--- src/rtl/gpi_filter_pkg.sv ---
// Shared types and constants for the GPI input filter.
package gpi_filter_pkg;

  typedef enum logic [1:0] {
    EDGE_NONE = 2'b00,
    EDGE_RISE = 2'b01,
    EDGE_FALL = 2'b10,
    EDGE_BOTH = 2'b11
  } edge_mode_t;

  localparam logic        GPI_IDLE_LEVEL   = 1'b1;
  localparam int unsigned GPI_SETTLE_EXTRA = 2;

endpackage

--- src/rtl/gpi_filter_ch.sv ---
// One GPI channel: synchroniser, debounce filter, settle/arm logic and sticky edge flag.
module gpi_filter_ch
  import gpi_filter_pkg::*;
#(
  parameter int unsigned SYNC_STAGES = 2,
  parameter int unsigned CNT_W       = 8
) (
  input  logic             clk,
  input  logic             rst_n,
  input  logic             pad_di,
  input  logic             en,
  input  logic [CNT_W-1:0] filt_len,
  input  logic [1:0]       edge_sel,
  input  logic             evt_clr,
  output logic             di,
  output logic             evt
);

  localparam int unsigned     SETTLE_CYC = SYNC_STAGES + GPI_SETTLE_EXTRA;
  localparam int unsigned     SET_W      = $clog2(SETTLE_CYC + 1);
  localparam logic [SET_W-1:0] SETTLE_MAX = SET_W'(SETTLE_CYC);

  logic [SYNC_STAGES-1:0] sync;
  logic [CNT_W-1:0]       cnt;
  logic [SET_W-1:0]       settle;
  logic                   armed;

  logic       s;
  logic       mismatch;
  logic       flip;
  logic       hit;
  edge_mode_t mode;

  always_comb begin
    s        = sync[SYNC_STAGES-1];
    mode     = edge_mode_t'(edge_sel);
    mismatch = (s != di);
    // >= rather than == so a mid-count drop of the length cannot wrap the counter
    flip     = mismatch && (cnt >= filt_len);
    hit      = 1'b0;
    if (flip && armed) begin
      case (mode)
        EDGE_RISE: hit = s;
        EDGE_FALL: hit = ~s;
        EDGE_BOTH: hit = 1'b1;
        default:   hit = 1'b0;
      endcase
    end
  end

  always_ff @(posedge clk or negedge rst_n) begin
    if (!rst_n) begin
      sync   <= {SYNC_STAGES{GPI_IDLE_LEVEL}};
      di     <= GPI_IDLE_LEVEL;
      cnt    <= '0;
      settle <= '0;
      armed  <= 1'b0;
      evt    <= 1'b0;
    end else if (!en) begin
      sync   <= {SYNC_STAGES{GPI_IDLE_LEVEL}};
      di     <= GPI_IDLE_LEVEL;
      cnt    <= '0;
      settle <= '0;
      armed  <= 1'b0;
      evt    <= evt & ~evt_clr;
    end else begin
      sync <= {sync[SYNC_STAGES-2:0], pad_di};
      if (!mismatch) begin
        cnt <= '0;
      end else if (flip) begin
        di  <= s;
        cnt <= '0;
      end else begin
        cnt <= cnt + CNT_W'(1);
      end
      // Arming waits out the pad IE turn-on artefact before edges may raise events
      if (settle != SETTLE_MAX) begin
        settle <= settle + SET_W'(1);
      end else if (!mismatch && (cnt == '0)) begin
        armed <= 1'b1;
      end
      evt <= hit | (evt & ~evt_clr);
    end
  end

endmodule

--- src/rtl/gpi_input_filter.sv ---
// GPI pad front end: registered pad input enable, per-channel filters, combined interrupt.
module gpi_input_filter
  import gpi_filter_pkg::*;
#(
  parameter int unsigned NCH         = 8,
  parameter int unsigned SYNC_STAGES = 2,
  parameter int unsigned CNT_W       = 8
) (
  input  logic               CLK_I,
  input  logic               RSTN_I,
  input  logic [NCH-1:0]     PAD_DI_I,
  input  logic [NCH-1:0]     EN_I,
  input  logic [CNT_W-1:0]   FILT_LEN_I,
  input  logic [2*NCH-1:0]   EDGE_SEL_I,
  input  logic [NCH-1:0]     EVT_CLR_I,
  output logic [NCH-1:0]     IE_O,
  output logic [NCH-1:0]     DI_O,
  output logic [NCH-1:0]     EVT_O,
  output logic               IRQ_O
);

  always_ff @(posedge CLK_I or negedge RSTN_I) begin
    if (!RSTN_I) begin
      IE_O <= '0;
    end else begin
      IE_O <= EN_I;
    end
  end

  for (genvar c = 0; c < NCH; c++) begin : g_ch
    gpi_filter_ch #(
      .SYNC_STAGES(SYNC_STAGES),
      .CNT_W      (CNT_W)
    ) u_ch (
      .clk      (CLK_I),
      .rst_n    (RSTN_I),
      .pad_di   (PAD_DI_I[c]),
      .en       (EN_I[c]),
      .filt_len (FILT_LEN_I),
      .edge_sel (EDGE_SEL_I[2*c+1:2*c]),
      .evt_clr  (EVT_CLR_I[c]),
      .di       (DI_O[c]),
      .evt      (EVT_O[c])
    );
  end

  assign IRQ_O = |EVT_O;

endmodule

--- config.mk ---
export PLATFORM = sky130hd
export DESIGN_NAME = gpi_input_filter
export DESIGN_NICKNAME = d
export VERILOG_FILES = /design/src/rtl/gpi_filter_pkg.sv /design/src/rtl/gpi_filter_ch.sv /design/src/rtl/gpi_input_filter.sv
export SDC_FILE = /design/constraint.sdc
export NUM_CORES = 1
export LEC_CHECK = 0
export BUFFER_PORTS_ARGS = -buffer_cell sky130_fd_sc_hd__buf_2
export CAP_MARGIN = 20
export CORE_MARGIN = 5
export CORE_UTILIZATION = 45
export CTS_CLUSTER_DIAMETER = 100
export DETAILED_ROUTE_END_ITERATION = 10
export GPL_ROUTABILITY_DRIVEN = 0
export PLACE_DENSITY = 0.73
export RECOVER_POWER = 25
export SETUP_SLACK_MARGIN = 0.05
export SLEW_MARGIN = 10
export SYNTH_ARGS = -nofsm -noshare
export SYNTH_HDL_FRONTEND = slang
export SYNTH_SLANG_ARGS = --single-unit
--- constraint.sdc ---
create_clock -name CLK_I -period 4.5 [get_ports CLK_I]
set_clock_uncertainty 0.05 [all_clocks]
set_input_delay 0 -clock CLK_I [delete_from_list [all_inputs] [get_ports CLK_I]]
set_output_delay 0 -clock CLK_I [all_outputs]
set_load 0.1 [all_outputs]
# == Word-level counts from Yosys, hierarchy flattened ==
# Cells that the tools add are included.
# op_classes
add_sub_neg,16
n_mul,0
div_mod_pow,0
order_cmp,8
eq_ne,80
shifts,0
n_mux,120
bitwise,32
reduce_logical,57
# op_table
op,count
$mux 8,24
$add 8x1->8 const B,8
$ge 8x8->1,8
$logic_not 8->1,8
$mux 1,64
$ne 2x1->1 const B,32
$mux 3,16
$eq 2x2->1 const B,16
$reduce_and 2->1,16
$add 3x1->3 const B,8
$logic_and 1x1->1,24
$ne 3x3->1 const B,8
$pmux 1 s3,8
$eq 2x1->1 const B,8
$mux 2,8
$ne 2x2->1 const B,8
$not 1->1,16
$and 1x1->1,8
$logic_not 1->1,8
$ne 1x1->1,8
$or 1x1->1,8
$reduce_or 8->1,1
# totals
ff_bits,136
latch_bits,0
mem_bits_rw,0
mem_bits_ro,0
out_inout_bits,25
mem_count,0

# == Logic depth before layout (Yosys ltp) ==
# Gate-level depths: netlist (run 1).
# depth
word_depth,6
depth_mapped,6
mapped_depth_nobuf,6

# == Cells and area by module ==
# From an unflattened synthesis (run 1), not the netlist that was laid out.
# hier_totals
cells_unflattened,771
area_unflattened_um2,8074.0
# modules_own_cells
module,instances,cells_per_inst,area_per_inst_um2,seq_area_each_um2
gpi_filter_ch,8,95,982.2,404.1
gpi_input_filter,1,11,216.5,200.2

# == Worst setup path before layout (run 1) ==
# No wires, ideal clock.
# synth_timing
path_type,register to register
startpoint,register g_ch[5].u_ch.cnt[0]
endpoint,register g_ch[5].u_ch.di
setup_ns,0.082
arrival_time_ns,1.659
t_required_ns,4.368
slack_ns,2.709
path_stages_with_launch,7
path_buffers,0
period_less_slack_ns,1.791
cell_sequence,dfrtp_1 inv_1 ha_1 nand2b_4 a2111oi_4 o21ai_1 a211o_1
# synth_via
elab_chain_len,4
# synth_rtl
item,line_no,rtl
start: declaration,gpi_filter_ch.sv:24,logic [CNT_W-1:0] cnt;
start signal: assignment,gpi_filter_ch.sv:74,cnt <= cnt + CNT_W'(1);
$ge 8x8->1,gpi_filter_ch.sv:39,flip = mismatch && (cnt >= filt_len);
$logic_and 1x1->1,gpi_filter_ch.sv:39,
$ne 2x1->1 (no source line),--,
$reduce_and 2->1 (no source line),--,
end signal: assignment,gpi_filter_ch.sv:71,di <= s;
end: declaration,gpi_filter_ch.sv:15,"output logic di,"
# Every way passes these cells.
# A chain may end at the register's enable or synchronous reset.

==> impl_metrics.tcl, run 1 <==
set metrics [dict create \
    status "complete, but fails checks" \
    failed_checks "capacitance limit, slew limit" \
    yosysSeqAreaShare 0.430 \
    hold_viol 0 \
    portBuffers 74 \
    grtUsageMet2 0.287 \
    via_count 5697 \
    synth_top_area_share 0.351 \
    routed_via_density 5.17 \
    cts_max_level 4 \
    die_h_um 143 \
    use_met1 0.221 \
    regArea_um2 3430 \
    mappedNetlistArea_um2 7980 \
    grt_pass1_wl_mm 28.1 \
    fmax_mhz 398 \
    critPathBufInv 2 \
    cts_root_buf "clkbuf_16" \
    diodes 0 \
    drc_errors 0 \
    die_w_um 143 \
    gr-total-overflow 0 \
    ys.warnings.count 0 \
    antenna_found_initial 0 \
    die_area_um2 20500 \
    busiest_layer "met2" \
    numCtsBuffers 17 \
    final.period_utilization 0.558 \
    syn_avg_cell_area_um2 10.7 \
    drive_gt1_frac 0.163 \
    period_minus_slack_ps 2510 \
    grt_use_met3 0.0358 \
    first_pass_iters 4 \
    hp-class "primary input to flip-flop" \
    post_drt_wl_per_cell_um 14.8 \
    slowest_stage "clkbuf_2" \
    tightest_slew_ps 2620 \
    fillCellCount 1493 \
    path_clk_slew_ps 50 \
    synth.area.top_cells "dfrtp_1 35%, ha_1 15%, dfstp_2 7.9%" \
    clock_sinks 136 \
    required_ps 4410 \
    drt-initial-drc-count 251 \
    worstSetupStartpointType "primary input" \
    grt_pass1_vias 5838 \
    crit_path_end_kind "asynchronous set/reset pin" \
    arrival_ps 2420 \
    rows 48 \
    max-cap-violations 1 \
    leakagePower_nw 4.64 \
    irDropWorstVdd_mv 0.269 \
    design.portCount 75 \
    multi_input_area_um2 4170 \
    hpwl_mm 11.4 \
    grt_usage 0.171 \
    crit_chain "dlygate4sd3_1, clkbuf_2" \
    crit_fanout 108 \
    core-area_um2 17400 \
    setup_viol 0 \
    synth_common_cells "112 x dfrtp_1, 96 x ha_1, 72 x nor2_1" \
    final.setup.tns_ps 0 \
    clockBufferDepth 2 \
    power_density_nw_per_um2 311 \
    syn_inst 747 \
    synth_most_common_cell "dfrtp_1" \
    synth-async-reset-ratio 1.00 \
    grt_max_degree 109 \
    cts_tree "yes" \
    syn_nets 893 \
    yosys.area.top_type "dfrtp_1" \
    path_class "primary input to asynchronous set/reset pin" \
    synth_edf_count 0 \
    routed_wl_mm 16.3 \
    whs_ps 7.58 \
    ys_ff_latch 136 \
    slew_violations 109 \
    start_util 0.460 \
    cp_top_family "buffers and inverters" \
    fin_nets 1009 \
    slew_headroom -0.749 \
    detail-route-antenna-nets 0 \
    clock_latency_ps 420 \
    ys.flop_type "dfrtp_1" \
    slowest_delay_ps 1810 \
    syn_to_final_growth_pct 18.4 \
    synth.distinct_cells 38 \
    rsz0062_at_grt "no" \
]
## placed cells by master (no fill, tap or decap), drive strengths merged, types with 3 or more instances in the layout
cell         instances
nor2b                7
a21boi               5
a41oi                4
dfrtp              112
nor2                72
a21oi               11
ha                  96
nand3               49
a211o                7
and3                16
xnor2               20
or4b                 3
clkinvlp             3
nand2               28
a21o                 8
xor2                44
o2111ai              8
o21ai               31
and2                 5
nand3b               8
a31oi                8
dlygate4sd3         39
o21a                12
buf                 66
nand2b              25
nor3                 8
dfstp               24
a41o                15
a2111oi              8
or4                  3
clkinv               4
and4                 8
clkbuf              33
o211a                7
nor4                 7
inv                 68
## per-stage QoR
step / worst slack (ps) / util / std cells / power [mW] / cell area, um2
3_5_place_dp: 2530 / 0.491 / 1030 / 1.65 / 8520
4_1_cts: 2000 / 0.545 / 1101 / 2.99 / 9470
5_1_grt: 1350 / 0.545 / 1101 / 3.09 / 9450
3_3_place_gp: 2570 / 0.491 / 1030 / 1.64 / 8520
6_report: 1990 / 0.545 / 1101 / 2.94 / 9450
2_1_floorplan: 2710 / - / 747 / 1.54 / 7980
## registers in the layout, indices dropped and copies added (netlist names)
register and cells:
g_ch.u_ch.cnt 64, g_ch.u_ch.evt 8, g_ch.u_ch.armed 8, g_ch.u_ch.settle 24, g_ch.u_ch.di 8, g_ch.u_ch.sync 16, IE_O 8
## cells by family (layout without fill, tap and decap cells)
kind of cell | Yosys count | in the layout | synth area share
compound gates | 126 | 126 | 0.140
xor+xnor | 64 | 64 | 0.0702
fa+ha+maj | 96 | 96 | 0.150
buf+inv | 85 | 214 | 0.0475
flops | 136 | 136 | 0.430
simple gates | 240 | 240 | 0.161
## area by class of cell
class	count	area share
inverters	68	0.0270
repair buffers	114	0.0802
multi-input cells	526	0.441
clock inverters	8	0.00768
well taps	225	0.0298
clock buffers	24	0.0510
flip-flops and latches	136	0.363
## worst paths after layout
path | end | cells after the start | start | slack, ps
worst max register to register | g_ch[7].u_ch.evt | 7 | g_ch[7].u_ch.cnt[0] | 2010
min in group asynchronous | g_ch[7].u_ch.settle[0] | 2 | RSTN_I | 880
worst max-delay path | g_ch[6].u_ch.settle[1] | 2 | RSTN_I | 1990
worst min register to register | g_ch[6].u_ch.sync[1] | 1 | g_ch[6].u_ch.sync[0] | 430
max in group CLK_I | g_ch[7].u_ch.evt | 7 | g_ch[7].u_ch.cnt[0] | 2010
worst min-delay path | g_ch[3].u_ch.evt | 4 | EDGE_SEL_I[7] | 8
## power by group
| group | internal, mW | switching [mW] | leakage, nW | total (mW) |
|---|---|---|---|---|
| logic | 0.139 | 0.194 | 2.60 | 0.333 |
| clock network | 0.799 | 0.501 | 0.266 | 1.30 |
| registers | 1.27 | 0.0342 | 1.78 | 1.31 |
## per-layer routing
layer / vias up / wire length (um) / share of wire
met5: - / 0 / 0
met4: 0 / 252 / 0.015
met3: 24 / 507 / 0.031
met2: 77 / 7940 / 0.49
met1: 2733 / 7610 / 0.47
li1: 2863 / - / -
## what timing repair did
| action | CTS | global route |
|---|---|---|
| endpoints found under the hold margin | 228 | 0 |
| hold buffers | 39 | 0 |
| setup buffers | 0 | 0 |
| resized for setup | 0 | 0 |
No activity file was read; power rests on OpenSTA's default activity.
==> run 2: changes to the inputs <==
--- a/config.mk
+++ b/config.mk
@@ -5,6 +5,7 @@
 export SDC_FILE = /design/constraint.sdc
 export NUM_CORES = 1
 export LEC_CHECK = 0
+export ABC_AREA = 1
 export BUFFER_PORTS_ARGS = -buffer_cell sky130_fd_sc_hd__buf_2
 export CAP_MARGIN = 20
 export CORE_MARGIN = 5
==> constraint.sdc (replaced) <==
create_clock -name CLK_I -period 2.4 [get_ports CLK_I]
set_clock_uncertainty 0.05 [all_clocks]
set_input_delay 0 -clock CLK_I [delete_from_list [all_inputs] [get_ports CLK_I]]
set_output_delay 0 -clock CLK_I [all_outputs]
set_load 0.1 [all_outputs]
==> impl_metrics.tcl, run 2 <==
set metrics [dict create \
    syn_nets 1065 \
    detail-route-antenna-nets 0 \
    slew_violations 59 \
    mappedNetlistArea_um2 8030 \
    dp_cells 1204 \
    r2r_cells 10 \
    yosys.area_share.xor_xnor 0.0621 \
    layout_common_cells "162 x nand2_1, 135 x inv_1, 112 x dfrtp_1, 106 x nor2_1, 96 x ha_1" \
    routed_wl_mm 17.0 \
    diodes 0 \
    fillCellCount 1526 \
    synth_edf_count 0 \
    cts_tree "yes" \
    die_h_um 144 \
    p_sw_frac 0.258 \
    largest-register "g_ch.u_ch.cnt" \
    drc_errors 0 \
    synth_fa_ha_area_frac 0.150 \
    grt_pass1_wl_mm 29.3 \
    ys_ff_latch 136 \
    post_drt_wl_per_cell_um 13.3 \
    largest_reg_flops 64 \
    routed_via_density 4.96 \
    synth_most_common_cell "nand2_1" \
    core-area_um2 17400 \
    synth-simple-area-share 0.233 \
    slew_headroom -0.0274 \
    rr_startpoint "g_ch[6].u_ch.cnt[3]" \
    ys.flop_type "dfrtp_1" \
    power_density_nw_per_um2 677 \
    grt_usage 0.178 \
    gr-total-overflow 0 \
    clock_latency_ps 430 \
    start_util 0.461 \
    yosysSeqAreaShare 0.427 \
    required_ps 2660 \
    fin_util 0.552 \
    switchingPower_mw 1.68 \
    hpwl_mm 12.2 \
    fmax_mhz 466 \
    failed_checks "capacitance limit, slew limit" \
    cts_setup_buffers 0 \
    hold_start "PAD_DI_I[1]" \
    yosys.area.top_type "dfrtp_1" \
    clockBufferDepth 2 \
    final_common_cell "nand2_1" \
    setup_viol 0 \
    hold_depth 3 \
    drive_gt1_frac 0.157 \
    tightest_slew_ps 1540 \
    cts_max_level 4 \
    die_area_um2 20600 \
    path_class "flip-flop to flip-flop" \
    synth_common_cells "162 x nand2_1, 134 x inv_1, 112 x dfrtp_1" \
    crit_fanout 6 \
    period_minus_slack_ps 2150 \
    worstSetupStartpointType "flip-flop" \
    grt_pass1_vias 6379 \
    p_int_mw 4.82 \
    status "complete, but fails checks" \
    combinationalPowerShare 0.141 \
    leakagePower_nw 4.87 \
    synth_compound_area_frac 0.0481 \
    syn_inst 919 \
    largestRegisters "g_ch.u_ch.cnt: 64 flops, g_ch.u_ch.settle: 24 flops, g_ch.u_ch.sync: 16 flops" \
    synth.area.top_cells "dfrtp_1 35%, ha_1 15%, dfstp_2 7.9%" \
    path_clk_slew_ps 60 \
    grt_max_degree 60 \
    irDropWorstVdd_mv 0.536 \
    final.period_utilization 0.894 \
    fin_nets 1180 \
    cts_root_buf "clkbuf_16" \
    power_frac_clock 0.450 \
    hold_viol 0 \
    clock_sinks 136 \
    via_count 6315 \
    synth_mux_area_frac 0 \
    crit_path_start "g_ch[6].u_ch.cnt[3]" \
    synth_top_area_share 0.349 \
    synth-async-reset-ratio 1.00 \
    rsz0062_at_grt "no" \
    antenna_found_initial 1 \
    drt-initial-drc-count 288 \
    regArea_um2 3430 \
    hp-class "primary input to flip-flop" \
    multi_input_area_um2 3960 \
    die_w_um 144 \
    final_cells 1272 \
    final.setup.tns_ps 0 \
    ys.warnings.count 0 \
    syn_to_final_growth_pct 19.6 \
    crit_path_end_kind "flip-flop" \
    arrival_ps 2400 \
    numCtsBuffers 17 \
    max-cap-violations 1 \
    syn_avg_cell_area_um2 8.74 \
    synth_top_family_by_area "simple AND/OR/NAND/NOR gates" \
    rows 48 \
    first_pass_iters 4 \
    design.portCount 75 \
    synth.distinct_cells 30 \
    portBuffers 74 \
    seqPwrFrac 0.409 \
]
## run 2: cell count changes after synthesis, sizes merged, moves of 19 or more
cell and delta:
inv +69, nand2 +134, nand2b -25, nand3 +20, nor2 +42, or2 +19
## run 2: through the flow
stage          hold WS [ps]  total power, mW  cell area [um2]  worst slack (ps)
2_1_floorplan          -346             3.31             8030               979
3_3_place_gp          -30.0             3.54             8600               808
3_5_place_dp          -26.8             3.59             8600               752
4_1_cts                84.7             6.57             9630               287
5_1_grt                 247             6.83             9610              72.7
6_report                251             6.50             9610               255
## run 2: cell type report
cell class	instances	share of cell area
clock buffer	21	0.0490
clock inverter	11	0.0202
inverter	137	0.0535
multi-input combinational	629	0.412
sequential	136	0.357
tap	225	0.0293
timing repair buffer	113	0.0786
## run 2: final timing paths
| path | to | slack, ps |
|---|---|---|
| setup / recovery | g_ch[6].u_ch.evt | 250 |
| hold / removal | g_ch[1].u_ch.sync[0] | 250 |
| setup reg to reg | g_ch[6].u_ch.evt | 250 |
| hold reg to reg | g_ch[6].u_ch.cnt[0] | 410 |
| max in group asynchronous | g_ch[6].u_ch.di | 740 |
| min in group asynchronous | IE_O[0] | 450 |
## run 2: worst max-delay path, stage by stage, from the launching register on
cell	delay, ps
dfrtp_1	460
ha_1	330
nand2_1	90
inv_1	40
nand2_1	50
nand2_1	50
nand2_1	130
nand3_1	110
nand2_1	70
o21ai_0	70
dlygate4sd3_1	570
## run 2: metal layers
metal	up-vias	track usage	part of all wire
met2	109	0.296	0.48
li1	3152	-	-
met1	3008	0.221	0.45
met4	2	0.0748	0.029
met3	44	0.0429	0.038
met5	-	0	0.00077
## run 2: cells by family after synthesis
kind of cell,Yosys count
buffers and inverters,154
DFF,136
AOI/OAI and AO/OA,71
xor gates and xnor gates,57
and+or+nand+nor,405
adders and majority gates,96
## run 2: power by group through the flow
stage / logic, mW / clock network (mW) / registers (mW)
after global routing: 1.07 / 3.08 / 2.69
after global placement: 0.847 / 0 / 2.69
after floorplan: 0.582 / 0 / 2.72
after detailed placement: 0.892 / 0 / 2.70
after CTS: 0.938 / 2.97 / 2.66
final: 0.917 / 2.92 / 2.66
## run 2: timing repair
item,4_1_cts,5_1_grt
endpoints found under the hold margin,183,0
hold buffers,36,0
gates resized for setup,0,0
